==> src/rtl/nn_pkg.sv <==
// nn_pkg: shared definitions for the output-layer neuron.
//   - datapath widths (N_IN, W_WIDTH, ACC_WIDTH) and the idx counter width
//   - register-file address map (ADDR_W0..ADDR_W3, ADDR_BIAS, ADDR_THR)
//   - FSM state enum
//   - sext() widens a weight to accumulator width; sat8() clamps the
//     accumulator into the 8-bit score range
package nn_pkg;

    localparam int N_IN      = 4;
    localparam int W_WIDTH   = 8;
    localparam int ACC_WIDTH = 11;
    localparam int IDX_WIDTH = $clog2(N_IN);

    localparam logic [2:0] ADDR_W0   = 3'd0;
    localparam logic [2:0] ADDR_W1   = 3'd1;
    localparam logic [2:0] ADDR_W2   = 3'd2;
    localparam logic [2:0] ADDR_W3   = 3'd3;
    localparam logic [2:0] ADDR_BIAS = 3'd4;
    localparam logic [2:0] ADDR_THR  = 3'd5;

    typedef logic signed [W_WIDTH-1:0]   w_t;
    typedef logic signed [ACC_WIDTH-1:0] acc_t;

    typedef enum logic [1:0] {
        ST_IDLE  = 2'd0,
        ST_ACCUM = 2'd1,
        ST_DONE  = 2'd2
    } state_t;

    localparam w_t W_MAX = {1'b0, {(W_WIDTH-1){1'b1}}};
    localparam w_t W_MIN = {1'b1, {(W_WIDTH-1){1'b0}}};

    function automatic acc_t sext(input w_t w);
        return {{(ACC_WIDTH-W_WIDTH){w[W_WIDTH-1]}}, w};
    endfunction

    function automatic w_t sat8(input acc_t a);
        if (a > sext(W_MAX)) begin
            return W_MAX;
        end else if (a < sext(W_MIN)) begin
            return W_MIN;
        end else begin
            return a[W_WIDTH-1:0];
        end
    endfunction

endpackage

==> src/rtl/output_layer_seq_if.sv <==
// output_layer_seq_if: handshake/bus bundle of the output neuron.
//   master (driver side): hidden, start, wr_en, wr_addr, wr_data
//   slave  (neuron side): y, score, valid, busy
interface output_layer_seq_if;
    import nn_pkg::*;

    logic [N_IN-1:0] hidden;   // activation bits, bit i = hidden neuron i
    logic            start;    // evaluation request, honoured only when idle
    logic            wr_en;    // register write strobe
    logic [2:0]      wr_addr;  // 0..3 weights, 4 bias, 5 threshold
    w_t              wr_data;  // signed write value

    logic            y;        // decision: acc > threshold
    w_t              score;    // saturated accumulator
    logic            valid;    // one-cycle pulse when y/score update
    logic            busy;     // evaluation in progress

    modport master (
        output hidden, start, wr_en, wr_addr, wr_data,
        input  y, score, valid, busy
    );

    modport slave (
        input  hidden, start, wr_en, wr_addr, wr_data,
        output y, score, valid, busy
    );

endinterface

==> src/rtl/weight_regfile.sv <==
// weight_regfile: four weights, bias and threshold for the output neuron.
//   clk, rst_n : clock, async active-low reset (all registers clear to 0)
//   we         : write enable, already qualified by the caller
//   addr, data : write address / signed value; addresses 6..7 are ignored
//   weight, bias, thr : parallel read outputs, always reflecting the
//                       current register contents
module weight_regfile
    import nn_pkg::*;
(
    input  logic       clk,
    input  logic       rst_n,
    input  logic       we,
    input  logic [2:0] addr,
    input  w_t         data,
    output w_t         weight [N_IN],
    output w_t         bias,
    output w_t         thr
);

    always_ff @(posedge clk or negedge rst_n) begin
        if (!rst_n) begin
            // NOTE: this small register array is reset explicitly because a
            // mid-operation reset must leave every weight at a known zero;
            // large storage arrays would normally be left unreset.
            for (int i = 0; i < N_IN; i++) begin
                weight[i] <= '0;
            end
            bias <= '0;
            thr  <= '0;
        end else if (we) begin
            // NOTE: non-blocking assignments here let every reader in the same
            // edge see the pre-write value, which is what gives the bias its
            // "old value on a simultaneous start" behaviour.
            case (addr)
                ADDR_W0:   weight[0] <= data;
                ADDR_W1:   weight[1] <= data;
                ADDR_W2:   weight[2] <= data;
                ADDR_W3:   weight[3] <= data;
                ADDR_BIAS: bias      <= data;
                ADDR_THR:  thr       <= data;
                default:   ;
            endcase
        end
    end

endmodule

==> src/rtl/output_layer_seq.sv <==
// output_layer_seq: sequential output neuron. On start it latches the
// hidden activations, seeds the accumulator with the bias, adds one weight
// per cycle for four cycles, then registers the thresholded decision and
// the saturated score together with a one-cycle valid pulse.
//   clk, rst_n : clock, async active-low reset
//   bus        : slave side of output_layer_seq_if (hidden/start/write port
//                in, y/score/valid/busy out)
module output_layer_seq
    import nn_pkg::*;
(
    input  logic                 clk,
    input  logic                 rst_n,
    output_layer_seq_if.slave    bus
);

    localparam logic [IDX_WIDTH-1:0] IDX_LAST = IDX_WIDTH'(N_IN - 1);

    state_t               state_q, state_d;
    logic [N_IN-1:0]      h_q;
    logic [IDX_WIDTH-1:0] idx_q;
    acc_t                 acc_q;
    acc_t                 addend;
    logic                 y_q;
    w_t                   score_q;
    logic                 valid_q;

    w_t                   weight [N_IN];
    w_t                   bias;
    w_t                   thr;

    // Writes are accepted only while idle; anything issued during an
    // evaluation is dropped.
    weight_regfile u_regs (
        .clk    (clk),
        .rst_n  (rst_n),
        .we     (bus.wr_en && (state_q == ST_IDLE)),
        .addr   (bus.wr_addr),
        .data   (bus.wr_data),
        .weight (weight),
        .bias   (bias),
        .thr    (thr)
    );

    always_ff @(posedge clk or negedge rst_n) begin
        if (!rst_n) begin
            state_q <= ST_IDLE;
        end else begin
            state_q <= state_d;
        end
    end

    always_comb begin
        // NOTE: next state defaults to the current one before the case so no
        // path through this block leaves state_d unassigned (no latch).
        state_d = state_q;
        case (state_q)
            ST_IDLE:  if (bus.start) state_d = ST_ACCUM;
            ST_ACCUM: if (idx_q == IDX_LAST) state_d = ST_DONE;
            ST_DONE:  state_d = ST_IDLE;
            default:  state_d = ST_IDLE;
        endcase
    end

    // Single shared adder operand: the selected weight or zero.
    always_comb begin
        addend = '0;
        if (h_q[idx_q]) begin
            addend = sext(weight[idx_q]);
        end
    end

    always_ff @(posedge clk or negedge rst_n) begin
        if (!rst_n) begin
            h_q     <= '0;
            idx_q   <= '0;
            acc_q   <= '0;
            y_q     <= 1'b0;
            score_q <= '0;
            valid_q <= 1'b0;
        end else begin
            valid_q <= 1'b0;
            case (state_q)
                ST_IDLE: begin
                    if (bus.start) begin
                        h_q   <= bus.hidden;
                        acc_q <= sext(bias);
                        idx_q <= '0;
                    end
                end
                ST_ACCUM: begin
                    acc_q <= acc_q + addend;
                    idx_q <= idx_q + 1'b1;
                end
                ST_DONE: begin
                    y_q     <= (acc_q > sext(thr));
                    score_q <= sat8(acc_q);
                    valid_q <= 1'b1;
                end
                default: ;
            endcase
        end
    end

    assign bus.y     = y_q;
    assign bus.score = score_q;
    assign bus.valid = valid_q;
    assign bus.busy  = (state_q != ST_IDLE);

endmodule

==> src/flat_wrapper.sv <==
// flat-port wrapper written by rule: the top's interface ports become plain ports
module output_layer_seq_flat import nn_pkg::*;
  (clk, rst_n, bus_hidden, bus_start, bus_wr_en, bus_wr_addr, bus_wr_data, bus_y, bus_score, bus_valid, bus_busy);
  output_layer_seq_if bus_i ();
  input  logic clk;
  input  logic rst_n;
  input wire logic [$bits(bus_i.hidden)-1:0] bus_hidden;
  input wire logic [$bits(bus_i.start)-1:0] bus_start;
  input wire logic [$bits(bus_i.wr_en)-1:0] bus_wr_en;
  input wire logic [$bits(bus_i.wr_addr)-1:0] bus_wr_addr;
  input wire logic [$bits(bus_i.wr_data)-1:0] bus_wr_data;
  output wire logic [$bits(bus_i.y)-1:0] bus_y;
  output wire logic [$bits(bus_i.score)-1:0] bus_score;
  output wire logic [$bits(bus_i.valid)-1:0] bus_valid;
  output wire logic [$bits(bus_i.busy)-1:0] bus_busy;
  assign bus_i.hidden = bus_hidden;
  assign bus_i.start = bus_start;
  assign bus_i.wr_en = bus_wr_en;
  assign bus_i.wr_addr = bus_wr_addr;
  assign bus_i.wr_data = bus_wr_data;
  assign bus_y = bus_i.y;
  assign bus_score = bus_i.score;
  assign bus_valid = bus_i.valid;
  assign bus_busy = bus_i.busy;
  output_layer_seq u_core (.clk(clk), .rst_n(rst_n), .bus(bus_i));
endmodule
==> config.mk <==
export PLATFORM = sky130hd
export DESIGN_NAME = output_layer_seq_flat
export DESIGN_NICKNAME = d
export VERILOG_FILES = /design/src/rtl/nn_pkg.sv /design/src/rtl/output_layer_seq_if.sv /design/src/rtl/weight_regfile.sv /design/src/rtl/output_layer_seq.sv /design/src/flat_wrapper.sv
export SDC_FILE = /design/constraint.sdc
export NUM_CORES = 1
export LEC_CHECK = 0
export ABC_CLOCK_PERIOD_IN_PS = 3300
export CORE_MARGIN = 4
export CORE_UTILIZATION = 59
export CTS_CLUSTER_DIAMETER = 50
export CTS_CLUSTER_SIZE = 20
export DETAILED_ROUTE_END_ITERATION = 7
export PLACE_DENSITY = 0.77
export SYNTH_ARGS = -nofsm -noshare
export SYNTH_HDL_FRONTEND = slang
export SYNTH_SLANG_ARGS = --single-unit
==> constraint.sdc <==
create_clock -name clk -period 3.3 [get_ports clk]
set_input_delay 0.66 -clock clk [delete_from_list [all_inputs] [get_ports clk]]
set_output_delay 0.66 -clock clk [all_outputs]
set_load 0.01 [all_outputs]
# Word level (Yosys, flattened, before mapping)
# Index checks and enable logic that the tools add are counted.
[classes]
add_sub_neg = 2
reduce_logical = 14
order_cmp = 5
n_eq_ne = 10
n_mux = 16
bitwise = 1
[ops]
columns = ["operator", "count"]
rows = [
  ["8-bit two-way mux", 4],
  ["11-bit two-way mux", 2],
  ["11-bit one-hot mux with 2 select lines", 1],
  ["2-bit AND reduction", 9],
  ["8-bit binary-select mux with 2-bit select", 1],
  ["11-bit adder", 1],
  ["11-bit by 8-bit greater-than comparator with 1-bit output", 1],
  ["11-bit by 8-bit greater-than comparator with 1-bit output (second input constant)", 1],
  ["11-bit by 8-bit less-than comparator with 1-bit output (second input constant)", 1],
  ["2-bit one-hot mux with 2 select lines", 2],
  ["3-bit by 2-bit equality test with 1-bit output (second input constant)", 2],
  ["3-bit equality test (second input constant)", 2],
  ["2-bit two-way mux", 3],
  ["2-bit equality test (second input constant)", 2],
  ["2-bit nonzero test", 2],
  ["3-bit by 1-bit equality test with 1-bit output (second input constant)", 1],
  ["3-bit greater-or-equal comparator (second input constant)", 1],
  ["3-bit logical NOT", 1],
  ["2-bit by 3-bit less-than comparator with 1-bit output (second input constant)", 1],
  ["2-bit inverter with 3-bit output", 1],
  ["2-bit by 1-bit adder with 2-bit output (second input constant)", 1],
  ["1-bit binary-select mux with 2-bit select", 1],
  ["2-bit by 1-bit equality test with 1-bit output (second input constant)", 1],
  ["2-bit logical NOT", 1],
  ["other kinds (4)", 5],
]
[word_totals]
out_inout_bits = 11
wordCells = 61
register_bits = 77

# Logic depth before layout (Yosys ltp)
[depth]
word_depth = 7
ltp_mapped = 12

# Modules after synthesis
# Synthesis repeated with hierarchy kept, for this count alone.
[hier_totals]
hier_cells = 337
hier_area_um2 = 4016.4
[modules_own_cells]
columns = ["mod", "instances", "area_each_um2", "cells_each"]
rows = [
  ["output_layer_seq", 1, 2183.3, 231],
  ["weight_regfile", 1, 1833.0, 106],
]

# Worst setup path before layout
# OpenSTA, ideal clock, no wires.
[synth_timing]
path_kind = "flip-flop to flip-flop"
start = "reg u_core.idx_q[0]"
end = "reg u_core.acc_q[10]"
stages_incl_launch_ff = 13
path_buffers = 1
slack_ns = 0.371
setup_time_ns = 0.131
arrival_time_ns = 2.798
t_required_ns = 3.169
path_cell_list = "dfrtp_1 -> buf_2 -> mux4_2 -> nor2b_1 -> ha_1 -> inv_1 -> fa_1 -> and2b_1 -> o2111ai_1 -> a21boi_1 -> a311o_1 -> xnor2_1 -> o21ai_1"
[synth_between]
elab_chain_cells = 7
word_cells_on_any_way = 9
cone_classes = "add/sub (1); mux (7); bitwise (1)"
[synth_rtl]
columns = ["element", "line_no", "text"]
rows = [
  ["start, declared", "output_layer_seq.sv:20", "logic [IDX_WIDTH-1:0] idx_q;"],
  ["start signal, assigned", "output_layer_seq.sv:92", "idx_q <= idx_q + 1'b1;"],
  ["2-bit inverter with 3-bit output (not written as such)", "output_layer_seq.sv:68", "addend = sext(weight[idx_q]);"],
  ["8-bit binary-select mux with 2-bit select", "output_layer_seq.sv:68", ""],
  ["8-bit two-way mux (not written as such) (2 in series)", "output_layer_seq.sv:68", ""],
  ["11-bit two-way mux *", "output_layer_seq.sv:67", "if (h_q[idx_q]) begin"],
  ["11-bit adder *", "output_layer_seq.sv:91", "acc_q <= acc_q + addend;"],
  ["11-bit one-hot mux with 2 select lines *", "output_layer_seq.sv:82", "case (state_q)"],
  ["end signal, assigned", "output_layer_seq.sv:86", "acc_q <= sext(bias);"],
  ["end signal, assigned", "output_layer_seq.sv:91", ""],
  ["end, declared", "output_layer_seq.sv:21", "acc_t acc_q;"],
]
# Every way passes the cells marked *; elsewhere a longest branch is shown, timed or not. The select of a mux whose other input is x is not followed.
# A chain may end at the register's enable or synchronous reset.

# Worst setup path in the final report
# Ends and elaborated chain as after synthesis.

==> results by stage <==
Outcome:
- The flow ran to the end, and the final reports show no timing, DRC or antenna violations.

Synth:
- The count of flip-flops with a built-in enable after synthesis is 0.
- In this run the cell area of the synthesized design comes to 4030 µm².
- The arithmetic-cell share of the synthesized area counting full adders, half adders and majority gates is 0.0732.
- The total nets after synthesis is 394.
- dfrtp_1 takes more of the synthesized area than any other cell.
- The synthesized-area fraction occupied by xor and xnor cells is 0.0127.
- The most frequently used flop master after synthesis is dfrtp_1.
- The share of synthesized registers carrying an async set or reset is 1.00.
- The cell with the most instances after synthesis is dfrtp_1.
- Of the total synthesized cell area, the portion taken by AND, OR, NAND and NOR gates is 0.128.
- The sequential share of the synthesized area is 0.478.
- The per-instance average area after synthesis is 11.5 µm².
- Yosys attributes the largest share of cell area to dfrtp_1 (48%), mux2_1 (7.8%), ha_1 (6.8%).
- The cell count after synthesis came out at 352.
- After synthesis, the most frequently instantiated cells are dfrtp_1 (77), nand2_1 (47), mux2_1 (28).
- The post-synthesis compound-gate area fraction came to 0.110.
- The number of register bits inferred by synthesis is 77.
- The count of unique library cells instantiated by Yosys is 54.
- The combinational family with the most area after synthesis is multiplexers.
- The post-synthesis mux area share is 0.175.
- Of the post-synthesis cell area, the dominant cell type holds 0.478.
- For this run, the number of Yosys warnings is 0.

Worst setup path:
- STA puts the critical path data required time at 3510 ps.
- The startpoint type of the worst setup path is a flop.
- Traced cell by cell, the critical path runs through mux4_2, nor2b_1, ha_1, inv_1, fa_1, and2b_1, o2111ai_1, a21boi_1, a311o_1, xnor2_1, o21ai_1.
- The signal arrival time at the worst endpoint is 3190 ps.
- The slack of the worst reg-to-reg path is 330 ps.
- The largest fanout on the critical path is 9.
- The critical register-to-register path endpoint is u_core.acc_q[10].
- STA classifies the critical path endpoint as a flop.
- The standard cell with the maximum stage delay on the critical path is mux4_2.
- The depth of the worst register-to-register path is 11.
- For this run, the slowest stage of the critical path takes 520 ps.
- The startpoint identified for the worst register-to-register timing path is u_core.idx_q[0].
- The startpoint-to-endpoint class of the critical path is flop to flop.

Timing:
- Adding up every negative setup slack in the final design gives 0 ps.
- The shortest clock period the worst path allows after layout is 2970 ps.
- In the finished design, the share of the clock period the worst path needs comes to 0.901.
- Static timing analysis puts the maximum clock frequency at 336 MHz.
- The headroom to the max-slew limit is 0.370.
- The number of failing hold endpoints at the final stage is 0.
- Setup repair after global routing left no endpoint under its margin.
- The transition at the pin with the smallest max-transition slack is 945 ps.
- Setup violations remaining at the end of the flow were counted as 0.
- The total count of max-transition violations in the final report came to 0.
- The final worst setup slack is 325 ps.
- The worst clock skew is 5.74 ps.

Routing:
- The number of vias in the routed layout is 2769.
- The detailed-router iteration count before antenna repair is 4.
- The routed design has 8080 µm of wire.
- The count of unresolved DRC violations after routing is 0.
- The final antenna-violating net count is 0.
- The via-per-instance ratio is 5.88.
- After detailed routing, the average wire length per cell comes to 17.2 µm.
- The DRC marker count from the first detailed-route iteration is 139.

Placement:
- The placed cell area is 4420 µm².
- The placer congestion estimate is 0.854.
- Detailed placement ended at an HPWL of 5970 µm.
- The number of cells in the design after placement is 455.
- The placement-stage worst setup slack is 242 ps.
- The count of input and output buffers is 29.

Floorplanning:
- After floorplanning, the core was sized to cover 6490 µm².
- The number of placement rows is 29.
- From left edge to right edge, the die measures 90.7 µm.
- For this configuration, the core starts out at a cell density of 0.621.
- The die covers 8220 µm².
- The chip height is 90.7 µm.
- 30 I/O pins were placed.

Cells and area:
- 0 antenna diodes ended up in the layout.
- The share of the core filled with cells is 0.707.
- The final standard cell count with taps included and fillers excluded is 471.
- The fraction of layout instances using a drive strength above 1 is 0.137.
- The multi-input combinational cells in the finished layout cover a total of 2010 µm².
- Relative to the synthesized area, the layout overhead comes to 13.9%.
- Summing all flip-flop and latch instances after layout gives 1930 µm².
- Once layout is done, the placed cells without fillers occupy 4590 µm².
- The number of inserted filler cells in the final layout is 470.
- The final layout net count is 431.

Clock network:
- The clock net in this run drives a total of 77 sinks.
- The H-tree generated during clock tree synthesis spans 3 levels.
- The buffer levels on the longest clock path is 2.
- After clock tree synthesis, the clock-pin slew on the worst setup and hold paths is 80 ps.
- TritonCTS built the clock tree.
- Buffers added to address setup during post-CTS repair amount to 0.
- The clock latency reported for the late side of the worst-skew pair is 350 ps.
- The library cell used as clock root buffer is clkbuf_8.
- Buffers inserted during clock tree synthesis total 9.

Global routing:
- The initial antenna violation count is 0.
- The number of global-route vias before repair was 2868.
- The total global routing overflow is 0.
- In the global route stage, overall resource usage came out at 0.216.
- The first global-routing pass estimated 14000 µm of wire.
- Entering global routing, the biggest net connects 78 pins.

Pwr:
- The static leakage power is 2.17 nW.
- The peak supply drop is 0.486 mV.
- For this design the ratio of total power to cell area is 1020 nW/µm².

Run:
- The number of maximum-capacitance constraint violations is 0.

Worst hold path:
- The worst min-delay path category is primary input to async pin.
## cell usage in the layout, fill, tap and decap left out, types with 3 or more instances in the layout
master,instances
dfrtp_1,76
nand2_1,47
mux2_1,28
clkdlybuf4s50_1,28
ha_1,22
o21ai_1,15
a21oi_1,15
inv_1,14
o21ai_0,14
nor2_1,11
nor2b_1,10
clkbuf_8,10
mux2_4,9
mux4_2,7
nand3_1,7
a21o_1,7
buf_4,6
mux2_2,5
mux2i_1,4
nor3_1,4
and3_1,3
and2_1,3
a22oi_1,3
clkinv_2,3
## worst max-delay path by stage
stage | from | endpoint | slack, ps | depth (start not counted)
floorplan | u_core.idx_q[0] | u_core.acc_q[10] | 370 | 12
global placement | u_core.idx_q[0] | u_core.acc_q[10] | 320 | 11
detailed placement | u_core.idx_q[0] | u_core.acc_q[10] | 240 | 11
CTS | u_core.idx_q[0] | u_core.acc_q[10] | 220 | 11
global route | u_core.idx_q[0] | u_core.acc_q[10] | 100 | 11
finish | u_core.idx_q[0] | u_core.acc_q[10] | 330 | 11
## timing repair
action | 4_1_cts | 5_1_grt
endpoints found under the setup margin | 0 | 1
gates resized for setup | 0 | 1
hold buffers | 0 | 0
## per-layer routing
metal | GRT usage | routed length [µm] | vias up | part of all wire
met1 | 0.293 | 3760 | 1349 | 0.47
met3 | 0.0517 | 314 | 15 | 0.039
met2 | 0.338 | 3830 | 67 | 0.47
met5 | 0 | 0 | - | 0
li1 | - | - | 1338 | -
met4 | 0.0778 | 181 | 0 | 0.022
## state kept, by name (all words and copies together) (netlist names)
register / count
u_core.idx_q: 2
u_core.u_regs.weight: 32
u_core.h_q: 4
u_core.u_regs.bias: 8
u_core.u_regs.thr: 8
u_core.acc_q: 11
u_core.bus.y: 1
u_core.bus.valid: 1
u_core.bus.score: 8
u_core.state_q: 2
## through the flow
step,hold slack (ps),power [W]
after floorplan,364,0.00342
after global placement,450,0.00397
after detailed placement,456,0.00406
after CTS,474,0.00472
after global routing,485,0.00512
final,453,0.00470
## logic make-up (layout without fill, tap and decap cells)
kind of cell	count (synthesis)	in the layout
AOI/OAI and AO/OA	72	72
xor gates and xnor gates	5	5
adders and majority gates	23	23
buffers and inverters	23	65
DFF	77	77
muxes	53	53
and+or+nand+nor	99	99
## final cells by class
class                   count  share of cell area
multi-input cells         252               0.438
flip-flops and latches     77               0.420
repair buffers             34              0.0708
clock buffers              10              0.0300
well taps                  77              0.0210
inverters                  15              0.0123
clock inverters             6             0.00844
## report_power, final
part | leakage (nW) | internal [W] | switching [W]
registers | 0.942 | 0.00141 | 0.000323
logic | 1.14 | 0.00117 | 0.00116
clock network | 0.0880 | 0.000290 | 0.000345
total | 2.17 | 0.00288 | 0.00182
## critical path: cells and delay by family, from the launching register on
kind | cells | cell delay (ps)
compound gates | 4 | 890
flops | 1 | 490
mux | 1 | 520
fa+ha+maj | 2 | 370
simple gates | 2 | 360
xor+xnor | 1 | 150
buf+inv | 1 | 70
No activity file was read; power rests on OpenSTA's default activity.
==> edit (config.mk and constraints unchanged) <==
Encoding of `state_t`: now one-hot (3 bits for 3 states).
--- a/src/rtl/nn_pkg.sv
+++ b/src/rtl/nn_pkg.sv
@@ -21,10 +21,10 @@
     typedef logic signed [W_WIDTH-1:0]   w_t;
     typedef logic signed [ACC_WIDTH-1:0] acc_t;
 
-    typedef enum logic [1:0] {
-        ST_IDLE  = 2'd0,
-        ST_ACCUM = 2'd1,
-        ST_DONE  = 2'd2
+    typedef enum logic [2:0] {
+        ST_IDLE  = 3'b001,
+        ST_ACCUM = 3'b010,
+        ST_DONE  = 3'b100
     } state_t;
 
     localparam w_t W_MAX = {1'b0, {(W_WIDTH-1){1'b1}}};
Behaviour: no difference found for any inputs over 4 cycles, from zero or initial values and one cycle with rst_n low; so few cycles prove little.
==> edit against the original RTL <==
  * Final area rose by 4.4%
  * Synthesized area rose by 3.7%
  * Worst setup slack worse by 62 ps
  * Sequential cell count up 1
  * Routed wire length up 8.7%
  * Total power is 3.9% lower
  * Largest cell class unchanged
  * Cell count grew 3.4%
  * Clock power rose by 28%
==> edit: results (changes against the original RTL) <==
dpl.hpwl_um: 6298  # +5.4%
place_congestion: 0.8452  # -0.98%
critPathArrivalTime_ps: 3320  # +130 ps
leakage_nw: 2.162  # -0.44%
slowest_stage: "dfrtp_1"
synthTopCellsByArea: "dfrtp_1 46%, mux2_2 12%, ha_1 6.6%, mux4_2 4.3%, mux2_4 2.9%"
synthMuxAreaShare_pct: 20.53  # +3.1 points
tightest_slew_ps: 978.2  # +33.24 ps
placed_area_um2: 4572  # +3.5%
grt_pass1_vias: 3032  # +5.7%
m1WireLength_um: 3923  # +4.3%
regToRegSetupSlack_ps: 260  # -60 ps
met3_usage_pct: 4.594  # -0.57 points
viasPerCell: 5.885  # +0.10%
drt_iter0_markers: 146  # +5.0%
clock-skew-final_ps: 9.730  # +3.987 ps
route.met2.wl_um: 4283  # +12%
drive_above_1_share_pct: 23.53  # +9.8 points
use_met1_pct: 29.68  # +0.42 points
fillers: 523  # +11%
routed_wl_um: 8789  # +8.7%
netlist_top_cells_count: "77 x dfrtp_1, 46 x mux2_2, 31 x nand2_1"
fin_nets: 428  # -0.70%
synth-xor-area-share_pct: 0.4189  # -0.85 points
max_stage_delay_ps: 490  # -30 ps
grt_use_met2_pct: 37.17  # +3.4 points
vdd_drop_max_uv: 532.8  # +9.6%
synth-seq-area-share_pct: 46.71  # -1.1 points
cp_max_fo: 7  # -2
syn_nets: 395  # +0.25%
grt_pass1_wl_um: 14820  # +6.2%
grt_max_degree: 79  # +1.3%
yosys_warnings: 0  # unchanged
wl_met3_um: 388  # +24%
grt_use_total_pct: 22.86  # +1.3 points
status: "completed"
synth_compound_area_share_pct: 9.545  # -1.5 points
[edit: changes by cell type in the layout (fill, tap and decap cells not counted), sizes merged, moves of 4 or more]
cell	delta
a211oi	+6
a21oi	-8
and2	+5
mux2	+12
nand2	-17
nor2b	-4
nor3	+4
o21ai	-6
[edit: per-stage QoR]
step	instances	power (mW)	setup WS (ps)	util, %	hold WS (ps)
final	487	4.517	262.9	70.18	421.2
after global routing	487	4.894	38.70	70.18	510.3
after detailed placement	471	3.715	304.0	66.92	454.9
after CTS	487	4.538	281.2	70.18	474.7
after global placement	471	3.616	384.4	66.92	449.6
after floorplan	353	3.180	447.0	-	364.4
[edit: how the worst max path moves through the flow]
stage,startpoint,end,slack (ps),cells past startpoint
2_1_floorplan,u_core.idx_q[0],u_core.acc_q[9],450,9
3_3_place_gp,u_core.idx_q[0],u_core.acc_q[10],380,11
4_1_cts,u_core.idx_q[0],u_core.acc_q[10],280,11
6_report,u_core.idx_q[0],u_core.acc_q[10],260,11
3_5_place_dp,u_core.idx_q[0],u_core.acc_q[10],300,11
5_1_grt,u_core.idx_q[0],u_core.acc_q[10],40,11
[edit: worst reg2reg max path, delay by kind of cell (launching register included)]
family,cells,cell delay [ps]
AOI/OAI and AO/OA,4,1020
adders and majority gates,2,540
DFF,1,490
muxes,1,340
and+or+nand+nor,2,300
buffers and inverters,2,290
[edit: power by group]
part	switching (mW)	total [mW]	leakage [nW]	internal, mW
sequential	0.317	1.69	0.973	1.37
clock	0.362	0.811	0.110	0.449
combinational	0.978	2.02	1.08	1.04
[edit: area by class of cell]
class / instances / area share [%]
clock buffers: 11 / 2.949
clock inverters: 5 / 1.696
inverters: 15 / 1.174
multi-input cells: 249 / 44.31
flip-flops and latches: 78 / 40.74
well taps: 96 / 2.505
repair buffers: 33 / 6.628
